[config.mk]
export PLATFORM = sky130hd
export DESIGN_NAME = feb_jtag_hdr_seq_flat
export DESIGN_NICKNAME = d
export VERILOG_FILES = /design/src/rtl/feb_jtag_hdr_seq_if.sv /design/src/rtl/feb_jtag_hdr_seq.sv /design/src/flat_wrapper.sv
export SDC_FILE = /design/constraint.sdc
export NUM_CORES = 1
export LEC_CHECK = 0
export CORE_MARGIN = 5
export CORE_UTILIZATION = 40
export CTS_CLUSTER_SIZE = 20
export DETAILED_ROUTE_END_ITERATION = 8
export PLACE_DENSITY_LB_ADDON = 0.15
export SYNTH_ARGS = -nofsm -noshare
export SYNTH_HDL_FRONTEND = slang
export SYNTH_SLANG_ARGS = --single-unit
export TNS_END_PERCENT = 1
[constraint.sdc]
create_clock -name FASTCLK -period 3.5 [get_ports FASTCLK]
set_input_delay 0.7 -clock FASTCLK [delete_from_list [all_inputs] [get_ports FASTCLK]]
set_output_delay 0.7 -clock FASTCLK [all_outputs]
set_load 0.02 [all_outputs]
[src/rtl/feb_jtag_hdr_seq_if.sv]
// feb_jtag_hdr_seq_if -- command/pin bundle of the FEB JTAG header sequencer.
//
// master : VME command side (drives START/ABORT/CHMASK, length and pattern
//          writes, observes status, JTAG pins and pattern readback).
// slave  : the sequencer itself (feb_jtag_hdr_seq).
//
// Signals
//   START, ABORT      one-FASTCLK header start / stop requests
//   CHMASK[NCH]       per-channel participation mask, latched on START
//   LEN_WE, LEN_DIN   header length write (in slow-clock periods)
//   PAT_WE, PAT_ADR,
//   PAT_DIN[NCH+1]    pattern RAM write; bit 0 = TMS, bits NCH:1 = TDI
//   JTAGEN, TMS, TDI, TCK   FEB JTAG pins
//   BUSY, HDR_DONE, WR_REJ  status
//   PAT_DOUT          pattern readback (zero when readback is not built)
interface feb_jtag_hdr_seq_if #(
   parameter int NCH = 5,
   parameter int AW  = 7
);
   logic           START;
   logic           ABORT;
   logic [NCH-1:0] CHMASK;
   logic           LEN_WE;
   logic [AW:0]    LEN_DIN;
   logic           PAT_WE;
   logic [AW-1:0]  PAT_ADR;
   logic [NCH:0]   PAT_DIN;
   logic           JTAGEN;
   logic           TMS;
   logic [NCH-1:0] TDI;
   logic [NCH-1:0] TCK;
   logic           BUSY;
   logic           HDR_DONE;
   logic           WR_REJ;
   logic [NCH:0]   PAT_DOUT;

   modport master (
      output START, ABORT, CHMASK, LEN_WE, LEN_DIN, PAT_WE, PAT_ADR, PAT_DIN,
      input  JTAGEN, TMS, TDI, TCK, BUSY, HDR_DONE, WR_REJ, PAT_DOUT
   );

   modport slave (
      input  START, ABORT, CHMASK, LEN_WE, LEN_DIN, PAT_WE, PAT_ADR, PAT_DIN,
      output JTAGEN, TMS, TDI, TCK, BUSY, HDR_DONE, WR_REJ, PAT_DOUT
   );
endinterface

[src/rtl/feb_jtag_hdr_seq.sv]
// feb_jtag_hdr_seq -- programmable FEB JTAG header sequencer.
//
// Shifts a TMS/TDI header, stored in a VME-writeable pattern RAM, into up to
// NCH front-end boards before the flash data stream takes over. Each pattern
// word is presented for one slow-clock period (16 FASTCLK); TCK rises in the
// middle of the period so data always changes while TCK is low.
//
// Ports
//   FASTCLK        system clock
//   clr_jtagsetup  asynchronous active-high reset (pattern RAM is kept)
//   CLKCNT[5]      free-running fast-clock phase counter, 16 counts per slow period
//   bus            feb_jtag_hdr_seq_if.slave: start/abort handshake, length and
//                  pattern writes, JTAG pins, status and pattern readback
//
// Parameters
//   NCH            number of FEB channels (1..8)
//   AW             pattern RAM address width, depth 2**AW
//   HDR_LEN_DEF    header length after reset (1..2**AW)
//
// Build option
//   FEB_JTAG_HDR_READBACK_EN  builds a registered second read port so that
//                             PAT_DOUT = RAM[PAT_ADR] one FASTCLK later;
//                             otherwise PAT_DOUT is tied to 0.
module feb_jtag_hdr_seq #(
   parameter int NCH         = 5,
   parameter int AW          = 7,
   parameter int HDR_LEN_DEF = 118
) (
   input  logic              FASTCLK,
   input  logic              clr_jtagsetup,
   input  logic [4:0]        CLKCNT,
   feb_jtag_hdr_seq_if.slave bus
);

   localparam int            DEPTH   = 2 ** AW;
   localparam logic [AW:0]   LEN_RST = (AW+1)'(HDR_LEN_DEF);
   localparam logic [AW:0]   LEN_MAX = (AW+1)'(DEPTH);
   localparam logic [AW:0]   LEN_ONE = (AW+1)'(1);
   localparam logic [AW-1:0] ADR_ONE = AW'(1);

   typedef enum logic [1:0] {
      S_IDLE,
      S_ARM,
      S_SHIFT,
      S_DONE
   } state_t;

   state_t         state;
   state_t         state_nxt;

   logic           slow_en;
   logic           tck_hi;
   logic [AW-1:0]  addr;
   logic [AW:0]    hdr_len;
   logic [NCH-1:0] mask_q;
   logic           tms_q;
   logic [NCH-1:0] tdi_q;
   logic           hdr_done_q;
   logic           wr_rej_q;

   logic [NCH:0]   pat_ram [DEPTH];

   logic           busy;
   logic           last_addr;
   logic           accept_start;
   logic           load_first;
   logic           advance;
   logic           finish;
   logic           len_ok;
   logic           pat_wr_ok;
   logic           len_wr_ok;
   logic           wr_reject;
   logic [AW-1:0]  rd_adr;
   logic [NCH:0]   rd_word;

   // Next-state decode. ABORT has priority over everything, including a
   // simultaneous START in IDLE and the final slow_en of SHIFT, so an aborted
   // header never reaches DONE and never pulses HDR_DONE.
   always_comb begin
      state_nxt    = state;
      accept_start = 1'b0;
      load_first   = 1'b0;
      advance      = 1'b0;
      finish       = 1'b0;
      case (state)
         S_IDLE: begin
            if (bus.START && !bus.ABORT) begin
               state_nxt    = S_ARM;
               accept_start = 1'b1;
            end
         end
         S_ARM: begin
            if (bus.ABORT) begin
               state_nxt = S_IDLE;
            end else if (slow_en) begin
               state_nxt  = S_SHIFT;
               load_first = 1'b1;
            end
         end
         S_SHIFT: begin
            if (bus.ABORT) begin
               state_nxt = S_IDLE;
            end else if (slow_en) begin
               if (last_addr) begin
                  state_nxt = S_DONE;
                  finish    = 1'b1;
               end else begin
                  advance = 1'b1;
               end
            end
         end
         S_DONE: begin
            if (bus.ABORT || slow_en) begin
               state_nxt = S_IDLE;
            end
         end
         default: state_nxt = S_IDLE;
      endcase
   end

   // Datapath decode. The RAM word for the period about to start is read
   // ahead: RAM[0] when leaving ARM, RAM[addr+1] when SHIFT advances, so the
   // word shown during a SHIFT period always matches addr.
   always_comb begin
      busy      = (state != S_IDLE);
      last_addr = ({1'b0, addr} == (hdr_len - LEN_ONE));
      len_ok    = (bus.LEN_DIN != '0) && (bus.LEN_DIN <= LEN_MAX);
      pat_wr_ok = bus.PAT_WE && !busy;
      len_wr_ok = bus.LEN_WE && !busy && len_ok;
      wr_reject = (bus.PAT_WE && busy) || (bus.LEN_WE && !(len_ok && !busy));
      rd_adr    = load_first ? '0 : (addr + ADR_ONE);
      rd_word   = pat_ram[rd_adr];
   end

   // State register.
   always_ff @(posedge FASTCLK or posedge clr_jtagsetup) begin
      if (clr_jtagsetup) begin
         state <= S_IDLE;
      end else begin
         state <= state_nxt;
      end
   end

   // Clock enables, header length, channel mask, address counter, pin
   // registers and status flags. The pin registers clear whenever the next
   // state is not SHIFT, which covers DONE, ABORT and the idle states.
   // A rejected write in the same cycle as an accepted START still sets WR_REJ.
   always_ff @(posedge FASTCLK or posedge clr_jtagsetup) begin
      if (clr_jtagsetup) begin
         slow_en    <= 1'b0;
         tck_hi     <= 1'b0;
         addr       <= '0;
         hdr_len    <= LEN_RST;
         mask_q     <= '0;
         tms_q      <= 1'b0;
         tdi_q      <= '0;
         hdr_done_q <= 1'b0;
         wr_rej_q   <= 1'b0;
      end else begin
         slow_en    <= (CLKCNT == 5'd0) || (CLKCNT == 5'd16);
         tck_hi     <= CLKCNT[3];
         hdr_done_q <= finish;

         if (len_wr_ok) begin
            hdr_len <= bus.LEN_DIN;
         end

         if (accept_start) begin
            mask_q <= bus.CHMASK;
         end

         if (load_first) begin
            addr  <= '0;
            tms_q <= rd_word[0];
            tdi_q <= rd_word[NCH:1];
         end else if (advance) begin
            addr  <= rd_adr;
            tms_q <= rd_word[0];
            tdi_q <= rd_word[NCH:1];
         end else if (state_nxt != S_SHIFT) begin
            tms_q <= 1'b0;
            tdi_q <= '0;
         end

         if (wr_reject) begin
            wr_rej_q <= 1'b1;
         end else if (accept_start) begin
            wr_rej_q <= 1'b0;
         end
      end
   end

   // Pattern RAM write port. No reset: contents survive clr_jtagsetup.
   always_ff @(posedge FASTCLK) begin
      if (pat_wr_ok) begin
         pat_ram[bus.PAT_ADR] <= bus.PAT_DIN;
      end
   end

`ifdef FEB_JTAG_HDR_READBACK_EN
   logic [NCH:0] pat_dout_q;

   // Registered readback port, usable while a header is running.
   always_ff @(posedge FASTCLK or posedge clr_jtagsetup) begin
      if (clr_jtagsetup) begin
         pat_dout_q <= '0;
      end else begin
         pat_dout_q <= pat_ram[bus.PAT_ADR];
      end
   end

   assign bus.PAT_DOUT = pat_dout_q;
`else
   assign bus.PAT_DOUT = '0;
`endif

   // Pin and status outputs. TCK and TDI are gated by the latched mask so a
   // disabled channel stays completely quiet.
   assign bus.BUSY     = busy;
   assign bus.JTAGEN   = busy;
   assign bus.TMS      = tms_q;
   assign bus.TDI      = tdi_q & mask_q;
   assign bus.TCK      = ((state == S_SHIFT) && tck_hi) ? mask_q : '0;
   assign bus.HDR_DONE = hdr_done_q;
   assign bus.WR_REJ   = wr_rej_q;

endmodule
[src/flat_wrapper.sv]
// flat-port wrapper written by rule: the top's interface ports become plain ports
module feb_jtag_hdr_seq_flat 
#(
   parameter int NCH         = 5,
   parameter int AW          = 7,
   parameter int HDR_LEN_DEF = 118
)
  (FASTCLK, clr_jtagsetup, CLKCNT, bus_START, bus_ABORT, bus_CHMASK, bus_LEN_WE, bus_LEN_DIN, bus_PAT_WE, bus_PAT_ADR, bus_PAT_DIN, bus_JTAGEN, bus_TMS, bus_TDI, bus_TCK, bus_BUSY, bus_HDR_DONE, bus_WR_REJ, bus_PAT_DOUT);
  feb_jtag_hdr_seq_if #(.NCH(NCH), .AW(AW)) bus_i ();
  input  logic FASTCLK;
  input  logic clr_jtagsetup;
  input  logic [4:0] CLKCNT;
  input wire logic [$bits(bus_i.START)-1:0] bus_START;
  input wire logic [$bits(bus_i.ABORT)-1:0] bus_ABORT;
  input wire logic [$bits(bus_i.CHMASK)-1:0] bus_CHMASK;
  input wire logic [$bits(bus_i.LEN_WE)-1:0] bus_LEN_WE;
  input wire logic [$bits(bus_i.LEN_DIN)-1:0] bus_LEN_DIN;
  input wire logic [$bits(bus_i.PAT_WE)-1:0] bus_PAT_WE;
  input wire logic [$bits(bus_i.PAT_ADR)-1:0] bus_PAT_ADR;
  input wire logic [$bits(bus_i.PAT_DIN)-1:0] bus_PAT_DIN;
  output wire logic [$bits(bus_i.JTAGEN)-1:0] bus_JTAGEN;
  output wire logic [$bits(bus_i.TMS)-1:0] bus_TMS;
  output wire logic [$bits(bus_i.TDI)-1:0] bus_TDI;
  output wire logic [$bits(bus_i.TCK)-1:0] bus_TCK;
  output wire logic [$bits(bus_i.BUSY)-1:0] bus_BUSY;
  output wire logic [$bits(bus_i.HDR_DONE)-1:0] bus_HDR_DONE;
  output wire logic [$bits(bus_i.WR_REJ)-1:0] bus_WR_REJ;
  output wire logic [$bits(bus_i.PAT_DOUT)-1:0] bus_PAT_DOUT;
  assign bus_i.START = bus_START;
  assign bus_i.ABORT = bus_ABORT;
  assign bus_i.CHMASK = bus_CHMASK;
  assign bus_i.LEN_WE = bus_LEN_WE;
  assign bus_i.LEN_DIN = bus_LEN_DIN;
  assign bus_i.PAT_WE = bus_PAT_WE;
  assign bus_i.PAT_ADR = bus_PAT_ADR;
  assign bus_i.PAT_DIN = bus_PAT_DIN;
  assign bus_JTAGEN = bus_i.JTAGEN;
  assign bus_TMS = bus_i.TMS;
  assign bus_TDI = bus_i.TDI;
  assign bus_TCK = bus_i.TCK;
  assign bus_BUSY = bus_i.BUSY;
  assign bus_HDR_DONE = bus_i.HDR_DONE;
  assign bus_WR_REJ = bus_i.WR_REJ;
  assign bus_PAT_DOUT = bus_i.PAT_DOUT;
  feb_jtag_hdr_seq #(.NCH(NCH), .AW(AW), .HDR_LEN_DEF(HDR_LEN_DEF)) u_core (.FASTCLK(FASTCLK), .clr_jtagsetup(clr_jtagsetup), .CLKCNT(CLKCNT), .bus(bus_i));
endmodule
==> impl_results.md <==
* Status: complete, no violations
* Req. time, crit path at 4000 ps
* H-tree depth at 3
* Area of the multi-input gates at 8890 um^2
* RSZ-0062 raised after global routing: false
* Vias in the first global route at 21,929
* # IOs at 58
* Place WS at -296 ps
* EDFF count, synth at 768
* CTS Buf Count at 85
* Reg area at 23,900 um^2
* Hold WC Path Type: primary input to register
* GP Congestion at 0.894
* Pwr dens at 605 nW/um^2
* Relative slew slack at 0.402
* First-pass GRT wire length at 154,000 um
* Synth area leaders: edfxtp_1, mux2i_1, nor2_1, mux2_2, dfrtp_1
* Total Routing Usage GR at 0.232
* Crit path time final at 3380 ps
* CP startpoint kind: register
* Gr busiest metal: met2
* Final Slew Violations at 0
* Met3 GRT Util at 0.0403
* Hold Fails Final Rpt at 0
* Crit path largest cell delay at 520 ps
* Detailed Route Iter0 Violations at 2,159
* Post-Syn Instances at 2,297
* P&R area growth vs syn at 21.2%
* Number of fill cells in the layout at 7,158
* Top delay family on crit path: compound AO/OA/AOI/OAI gates
* Post-Synthesis Cell Area at 33,400 um^2
* Slowest-stage cell, CP: dfrtp_4
* CP Cell Sequence: ha_4, clkinv_1, buf_4, nor3_1, buf_12, a22oi_1, a311o_1, a31oi_1, o211ai_1
* Area of the die at 89,400 um^2
* Switch share at 0.275
* Switch Pwr at 6.74 mW
* Core region area at 83,300 um^2
* R2R cell count at 9
* Critical-path maximum fanout at 15
* Final core occ at 0.486
* Critical path depth at 9
* Combinational share of power at 0.197
* Commonest cells post-synth: edfxtp_1, nor2_1, mux2i_1
* Worst-Skew Late Latency at 640 ps
* Drt pass-1 iters at 5
* Via-per-instance ratio at 5.83
* CP startpoint: u_core.addr[0]
* Grt total ovfl at 0
* Synth async-reset ratio at 0.0400
* Met2 usage at 0.368
* GR Layer Usage met1 at 0.333
* Clk pin slew, worst setup/hold paths at 60 ps
* Worst Setup End Kind: register
* Avg Synthesized Cell Area at 14.5 um^2
* DP HPWL at 68,700 um
* Vert. Die Dim at 299 um
* Num Clock Sinks at 800
* Fin Clk Skew at 18.0 ps
* DRT Wirelength at 106,000 um
* WP data arrival at 3890 ps
* Post-synthesis sequential area ratio at 0.714
* P_int at 17.7 mW
* Post-synth top area share at 0.690
* Nets at 2,653
* CP endpoint: u_core.tdi_q[4]
* Inserted Diodes at 0
* Setup violations, final at 0
* Leading area contributor after synthesis: edfxtp_1
* Via count at 21,933
* Largest net degree at the start of global routing at 78
* R2R Path Start: u_core.addr[0]
* # DRC at 0
* Post-CTS sizing at 0
* Count of different cell masters after synthesis at 81
* Setup CP Type: register to register
* Clk pwr share at 0.369
* Max VDD drop at 0.342 mV
* Most frequent cell after synthesis: edfxtp_1
* Static leakage at 14.0 nW
* Site Rows at 106
* Die X at 299 um
* Post-CTS setup buffer count at 0
* Yosys warnings at 0
* Layout cell share with drive strength beyond 1 at 0.217
* Reg-to-Reg End: u_core.tdi_q[4]
* CP Buf/Inv Count at 3
* Post-CTS Hold Buffers at 0
* CTS tree: yes
* Yosys reg bits at 800
* Max-cap violations at 0
* F_max at 296 MHz
* Post-route ant nets at 0
* Share of total power in sequential cells at 0.434
* Wirelength per Cell at 28.1 um
* PnR worst setup slack at 117 ps
* Slew @ Worst Pin at 897 ps
* Antenna violations before repair at 0
* Fin crit share at 0.967
* Top_reg_cell synth: edfxtp_1
* Deepest clock path buffer count at 3
* Clk root buf: clkbuf_16
* I/O Buffers at 50
* Initial core utilization at 0.401
* R2r setup slk at 120 ps
power groups by stage:
stage	clock network [mW]	registers (mW)	logic, mW
6_report	9.04	10.6	4.81
5_1_grt	9.61	10.6	5.07
4_1_cts	9.21	10.6	4.79
3_5_place_dp	0	10.8	4.77
3_3_place_gp	0	10.8	4.75
2_1_floorplan	0	10.8	2.58
state kept, by name, summed over array words and instances, names as in the netlist:
register and cells:
u_core.bus.HDR_DONE 1, u_core.hdr_len 8, u_core.slow_en 1, u_core.bus.WR_REJ 1, u_core.mask_q 5, u_core.state 2
u_core.bus.TMS 1, u_core.addr 7, u_core.pat_ram 768, u_core.tck_hi 1, u_core.tdi_q 5
kinds of logic after synthesis:
group	synth area share
flops	0.714
simple gates	0.0786
compound gates	0.109
mux	0.0699
buf+inv	0.0231
xor+xnor	0.00419
fa+ha+maj	0.000749
other cells	0.000112
layout by cell type, fill, tap and decap left out, types with 11 or more instances in the layout:
cell,instances
and2_1,23
a21oi_1,112
a32oi_1,15
o2bb2ai_1,13
o21ai_0,93
o21a_1,11
a221oi_1,23
mux2i_1,140
nor2b_1,28
nand2b_1,11
nor3_1,23
a211oi_1,37
a22oi_1,15
or3_1,12
a31oi_1,27
clkbuf_1,22
and3_1,12
mux2_2,61
o211ai_1,37
dfrtp_1,26
o22ai_1,27
buf_12,35
clkinv_2,12
clkbuf_16,89
mux4_2,11
clkdlybuf4s50_1,44
nand4_1,11
nand2_1,122
a2111oi_0,12
o221ai_1,22
clkinv_1,15
nor2_1,184
edfxtp_1,768
nand3_1,74
buf_4,317
inv_1,13
worst min-delay path by stage:
stage	startpoint	endpoint	slack, ps	cells after the start
3_5_place_dp	u_core.mask_q[4]	u_core.mask_q[4]	520	1
6_report	bus_PAT_DIN[1]	u_core.pat_ram[110][1]	500	1
2_1_floorplan	u_core.tdi_q[3]	u_core.tdi_q[3]	470	2
5_1_grt	bus_PAT_DIN[1]	u_core.pat_ram[110][1]	500	1
3_3_place_gp	u_core.mask_q[3]	u_core.mask_q[3]	500	1
4_1_cts	bus_PAT_DIN[1]	u_core.pat_ram[110][1]	500	1
layout make-up:
cell class	count	area share
multi-input combinational	1315	0.220
sequential	800	0.590
timing repair buffer	396	0.0870
tap	1080	0.0334
clock buffer	115	0.0584
inverter	16	0.00155
clock inverter	40	0.0104
per-layer routing:
metal	vias to the layer above	wire (um)
li1	9649	-
met1	11213	46200
met2	928	49100
met3	143	7700
met4	0	2650
met5	-	0
metrics by stage:
stage	power, mW	instance area, um^2	TNS [ps]	hold slack [ps]	instances
after floorplan	13.4	33400	0	470	2302
after detailed placement	15.6	37700	-1120	515	3607
after global routing	25.3	40500	0	504	3762
final	24.5	40500	0	505	3762
after CTS	24.6	40500	0	498	3762
after global placement	15.6	37700	-983	502	3607
(Power assumes the default switching activity.)
